<file path="src/rtl/mca_sequencer_pkg.sv">
// mca_sequencer_pkg: shared FSM state type and accumulator latency for mca_sequencer
package mca_sequencer_pkg;
   typedef enum logic [1:0] {SEQ_IDLE, SEQ_START, SEQ_WAIT, SEQ_CAPTURE} state_seq_e;
   localparam int MCA_LATENCY = 17;
   localparam int WAIT_W = $clog2(MCA_LATENCY);
endpackage

</file>
<file path="src/rtl/mca_sequencer_s_window.sv">
// mca_sequencer_s_window: serial control-bit window with downsampling snapshot request
module mca_sequencer_s_window #(
   parameter int NUM_ADDITIONS = 16,
   parameter int DOWNSAMPLE = 16
) (
   input  logic                     clk_i,
   input  logic                     resetn_i,
   input  logic                     enable_i,
   input  logic                     s_in_i,
   input  logic                     s_valid_i,
   output logic [NUM_ADDITIONS-1:0] win_o,
   output logic                     snap_req_o
);
   localparam int CW = $clog2(DOWNSAMPLE);
   logic [NUM_ADDITIONS-1:0] win_q, win_d;
   logic [CW-1:0] cnt_q, cnt_d;
   logic accept, last;
   always_comb begin
      accept = enable_i & s_valid_i;
      last = cnt_q == CW'(DOWNSAMPLE - 1);
      win_d = accept ? {s_in_i, win_q[NUM_ADDITIONS-1:1]} : win_q;
      cnt_d = accept ? (last ? '0 : cnt_q + CW'(1)) : cnt_q;
      snap_req_o = accept & last;
      win_o = win_d;
   end
   always_ff @(posedge clk_i) begin
      if (!resetn_i) begin
         win_q <= '0;
         cnt_q <= '0;
      end else begin
         win_q <= win_d;
         cnt_q <= cnt_d;
      end
   end
endmodule

</file>
<file path="src/rtl/mca_sequencer.sv">
// mca_sequencer: launches one mca_add_sub run per S window snapshot and buffers each result
module mca_sequencer
   import mca_sequencer_pkg::*;
#(
   parameter int WIDTH_COEFFICIENT = 32,
   parameter int NUM_ADDITIONS = 16,
   parameter int DOWNSAMPLE = 16
) (
   input  logic                         clk_i,
   input  logic                         resetn_i,
   input  logic                         enable_i,
   input  logic                         s_in_i,
   input  logic                         s_valid_i,
   output logic [NUM_ADDITIONS-1:0]     s_values_o,
   output logic                         start_o,
   input  logic [WIDTH_COEFFICIENT-1:0] mca_res_i,
   output logic [WIDTH_COEFFICIENT-1:0] res_out_o,
   output logic                         res_valid_o,
   input  logic                         res_ready_i,
   output logic                         overrun_o
);
   state_seq_e state_q;
   logic [WAIT_W-1:0] wait_q;
   logic [NUM_ADDITIONS-1:0] s_values_q, win;
   logic [WIDTH_COEFFICIENT-1:0] res_q;
   logic start_q, valid_q, overrun_q, snap_req;
   mca_sequencer_s_window #(
      .NUM_ADDITIONS(NUM_ADDITIONS),
      .DOWNSAMPLE(DOWNSAMPLE)
   ) u_win (
      .clk_i(clk_i),
      .resetn_i(resetn_i),
      .enable_i(enable_i),
      .s_in_i(s_in_i),
      .s_valid_i(s_valid_i),
      .win_o(win),
      .snap_req_o(snap_req)
   );
   always_ff @(posedge clk_i) begin
      if (!resetn_i) begin
         state_q <= SEQ_IDLE;
         wait_q <= '0;
         s_values_q <= '0;
         start_q <= 1'b0;
         res_q <= '0;
         valid_q <= 1'b0;
         overrun_q <= 1'b0;
      end else if (enable_i) begin
         start_q <= 1'b0;
         if (valid_q && res_ready_i) valid_q <= 1'b0;
         if (snap_req && state_q != SEQ_IDLE) overrun_q <= 1'b1;
         case (state_q)
            SEQ_IDLE: if (snap_req) begin
               s_values_q <= win;
               start_q <= 1'b1;
               state_q <= SEQ_START;
            end
            SEQ_START: begin
               wait_q <= '0;
               state_q <= SEQ_WAIT;
            end
            SEQ_WAIT: if (wait_q == WAIT_W'(MCA_LATENCY - 1)) state_q <= SEQ_CAPTURE;
               else wait_q <= wait_q + WAIT_W'(1);
            SEQ_CAPTURE: begin
               // a capture overrides a same-cycle handshake so the new result stays valid
               if (!valid_q || res_ready_i) begin
                  res_q <= mca_res_i;
                  valid_q <= 1'b1;
               end else overrun_q <= 1'b1;
               state_q <= SEQ_IDLE;
            end
            default: state_q <= SEQ_IDLE;
         endcase
      end
   end
   assign s_values_o = s_values_q;
   assign start_o = start_q;
   assign res_out_o = res_q;
   assign res_valid_o = valid_q;
   assign overrun_o = overrun_q;
endmodule

</file>
<file path="config.mk">
export PLATFORM = sky130hd
export DESIGN_NAME = mca_sequencer
export DESIGN_NICKNAME = d
export VERILOG_FILES = /design/src/rtl/mca_sequencer_pkg.sv /design/src/rtl/mca_sequencer_s_window.sv /design/src/rtl/mca_sequencer.sv
export SDC_FILE = /design/constraint.sdc
export NUM_CORES = 1
export LEC_CHECK = 0
export ABC_AREA = 1
export CELL_PAD_IN_SITES_DETAIL_PLACEMENT = 0
export CELL_PAD_IN_SITES_GLOBAL_PLACEMENT = 1
export CORE_MARGIN = 4
export CORE_UTILIZATION = 30
export DETAILED_ROUTE_END_ITERATION = 8
export PLACE_DENSITY_LB_ADDON = 0.1
export SYNTH_ARGS = -nofsm -noshare
export SYNTH_HDL_FRONTEND = slang
export SYNTH_SLANG_ARGS = --single-unit
</file>
<file path="constraint.sdc">
create_clock -name clk_i -period 1.3 [get_ports clk_i]
set_input_delay 0.26 -clock clk_i [delete_from_list [all_inputs] [get_ports clk_i]]
set_output_delay 0.26 -clock clk_i [all_outputs]
set_load 0.005 [all_outputs]
</file>
==> impl_metrics.ini <==
[status]
status = finished clean

[global_routing]
grt_pass1_vias = 2898
grt_pass1_wl_um = 13400
grt_overflow = 0
grt_start_max_net_pins = 58
antenna_found_initial = 0
gr-usage-all-layers_pct = 13.4

[drt]
wl_per_cell_um = 12.0
first_pass_iters = 4
totalWireLength_um = 8030
drtIter0Drc = 95
drc = 0
ant_nets = 0
vias = 2903
viasPerCell = 4.34

[sta]
fin_ws_ps = 42.0
rsz0062_at_grt = yes
whs_ps = 440
setup-violations-final = 0
relSlewSlack_pct = 81.3
slew_violations = 0
tightestPinTransition_ps = 278
tns_ps = 0
fmax_mhz = 795
fin_crit_sh_pct = 96.8
hold_viol_final = 0
fin_crit_ps = 1260
fin_worst_skew_ps = 12.7

[final_layout]
fin_area_um2 = 4780
syn2layout_area_growth_pct = 51.5
nets = 575
final_common_cell = inv_1
final_cell_mix = inv_1 (62), dfxtp_1 (61), nand2_1 (55)
fin_util_pct = 46.5
n_antenna_cell = 0
layout-drive-gt1-share_pct = 21.4
final_cells = 669

[power]
p_sw_mw = 1.07
swShare_pct = 23.3
p_leak_nw = 2.06
seqPwrFrac_pct = 53.5
clkPwrFrac_pct = 38.2
power.total_mw = 4.56
ir_worst_vdd_mv = 0.408
p_comb_share_pct = 8.3
internal_power_mw = 3.50
power.density_nw_per_um2 = 954

[flow_run]
maxCapViolations = 0

[clocking]
cts_max_path_buffers = 2
post_cts_buffers = 0
insertion_delay_ps = 360
htreeDepth = 3
hold_buffers = 0
root_buffer = clkbuf_8
clock_sinks = 78
cts_buffers = 9
cts.clk_slew.worst_paths_ps = 80
cts_tree = built

[floorplan]
std_cell_rows = 37
io_pins = 89
die_area_um2 = 12200
core_um2 = 10300
initial_core_util_pct = 30.7
die_w_um = 111
die_h_um = 111

[place]
post-place-ws_ps = -439
place_area_um2 = 4470
placed_cells_incl_taps = 654
hpwl_um = 5690
place_congestion = 0.753
numPortBuffers = 88

[logic_synthesis]
synth_compound_area_share_pct = 18.0
synthSimpleGateAreaFrac_pct = 17.4
synth_area_per_cell_um2 = 7.67
synthesis.instances = 412
synth_nets = 457
yosysUniqueCellTypes = 29
yosysWarnings = 0
syn_area_um2 = 3160
synthMuxAreaShare_pct = 0
synth_top_family_by_area = compound AO/OA/AOI/OAI gates
seq_area_frac_synth_pct = 49.4
synth-seq-cells = 78
synth_fa_ha_area_share_pct = 2.77
synth-xor-area-share_pct = 0.555

[worst_setup_path]
cp-startpoint = u_win.cnt_q[1]
start_kind = flip-flop
end_kind = flip-flop
worstPathArrival_ps = 1550
cp_max_fo = 3
r2r-start = u_win.cnt_q[1]
path_class = reg2reg
worstPathRequired_ps = 1590

[hold_path]
min_path_type = reg2reg
min-delay-start = s_values_o[4]
[final timing paths]
path	endpoint	slack, ps	depth (start not counted)
hold reg to reg	s_values_o[4]	440	2
hold / removal	s_values_o[4]	440	2
setup reg to reg	s_values_o[14]	40	7
setup / recovery	s_values_o[14]	40	7
[final cells by class]
type,count,area (µm²)
sequential,78,1590
clock buffer,9,124
inverter,68,263
clock inverter,5,52.6
fill,1089,5490
tap,136,170
multi-input combinational,244,1380
timing repair buffer,129,1200
[power by group through the flow]
stage	Combinational (mW)	Sequential, mW	Clock (mW)
after detailed placement	0.369	2.50	0
final	0.377	2.44	1.74
after global routing	0.426	2.45	1.92
after CTS	0.376	2.45	1.82
after global placement	0.365	2.50	0
after floorplan	0.163	2.50	0
[worst max-delay path, stage by stage, from the launching register on]
cell and delay [ps]:
dfxtp_2 350, ha_4 150, nand3_4 80, nor2_4 120, nand2_4 80, buf_6 110, or2_1 210, a21oi_2 100
[cells by family (layout without fill, tap and decap cells)]
group                      Yosys count  after routing
AOI/OAI and AO/OA                  111            111
xor gates and xnor gates             2              2
adders and majority gates            7              7
buffers and inverters               90            211
DFF                                 78             78
and+or+nand+nor                    124            124
[cells in the mapped netlist (all sizes together)]
cell	number	area, µm²
buf	10	70.1
or2	17	106
xor2	2	17.5
ha	7	87.6
a31oi	1	6.26
o31ai	1	7.51
clkinv	1	3.75
o221ai	1	8.76
nor2	32	128
nor3	2	10.0
nand2	59	226
o21ai	52	260
inv	67	251
nand4	4	25.0
o21a	1	7.51
a21oi	55	279
nand3	10	55.1
clkbuf	12	46.3
dfxtp	78	1560
[metal layers]
metal | up-vias | GRT usage, % | part of all wire [%]
li1 | 1536 | - | -
met1 | 1289 | 15.8 | 46
met2 | 66 | 20.7 | 43
met3 | 12 | 6.36 | 9.2
met4 | 0 | 6.16 | 2.0
met5 | - | 0 | 0
[sequential cells by signal, indices dropped and copies added (netlist names)]
| signal | cells |
|---|---|
| res_out_o | 32 |
| u_win.cnt_q | 4 |
| state_q | 2 |
| wait_q | 5 |
| res_valid_o | 1 |
| overrun_o | 1 |
| start_o | 1 |
| u_win.win_q | 16 |
| s_values_o | 16 |
[repair_timing]
| action | 4_1_cts | 5_1_grt |
|---|---|---|
| endpoints found under the setup margin | 77 | 56 |
| pin swaps | 2 | 4 |
| resized for setup | 84 | 35 |
| gates cloned | 0 | 1 |
Note: power is estimated with default switching activity, not from simulation.
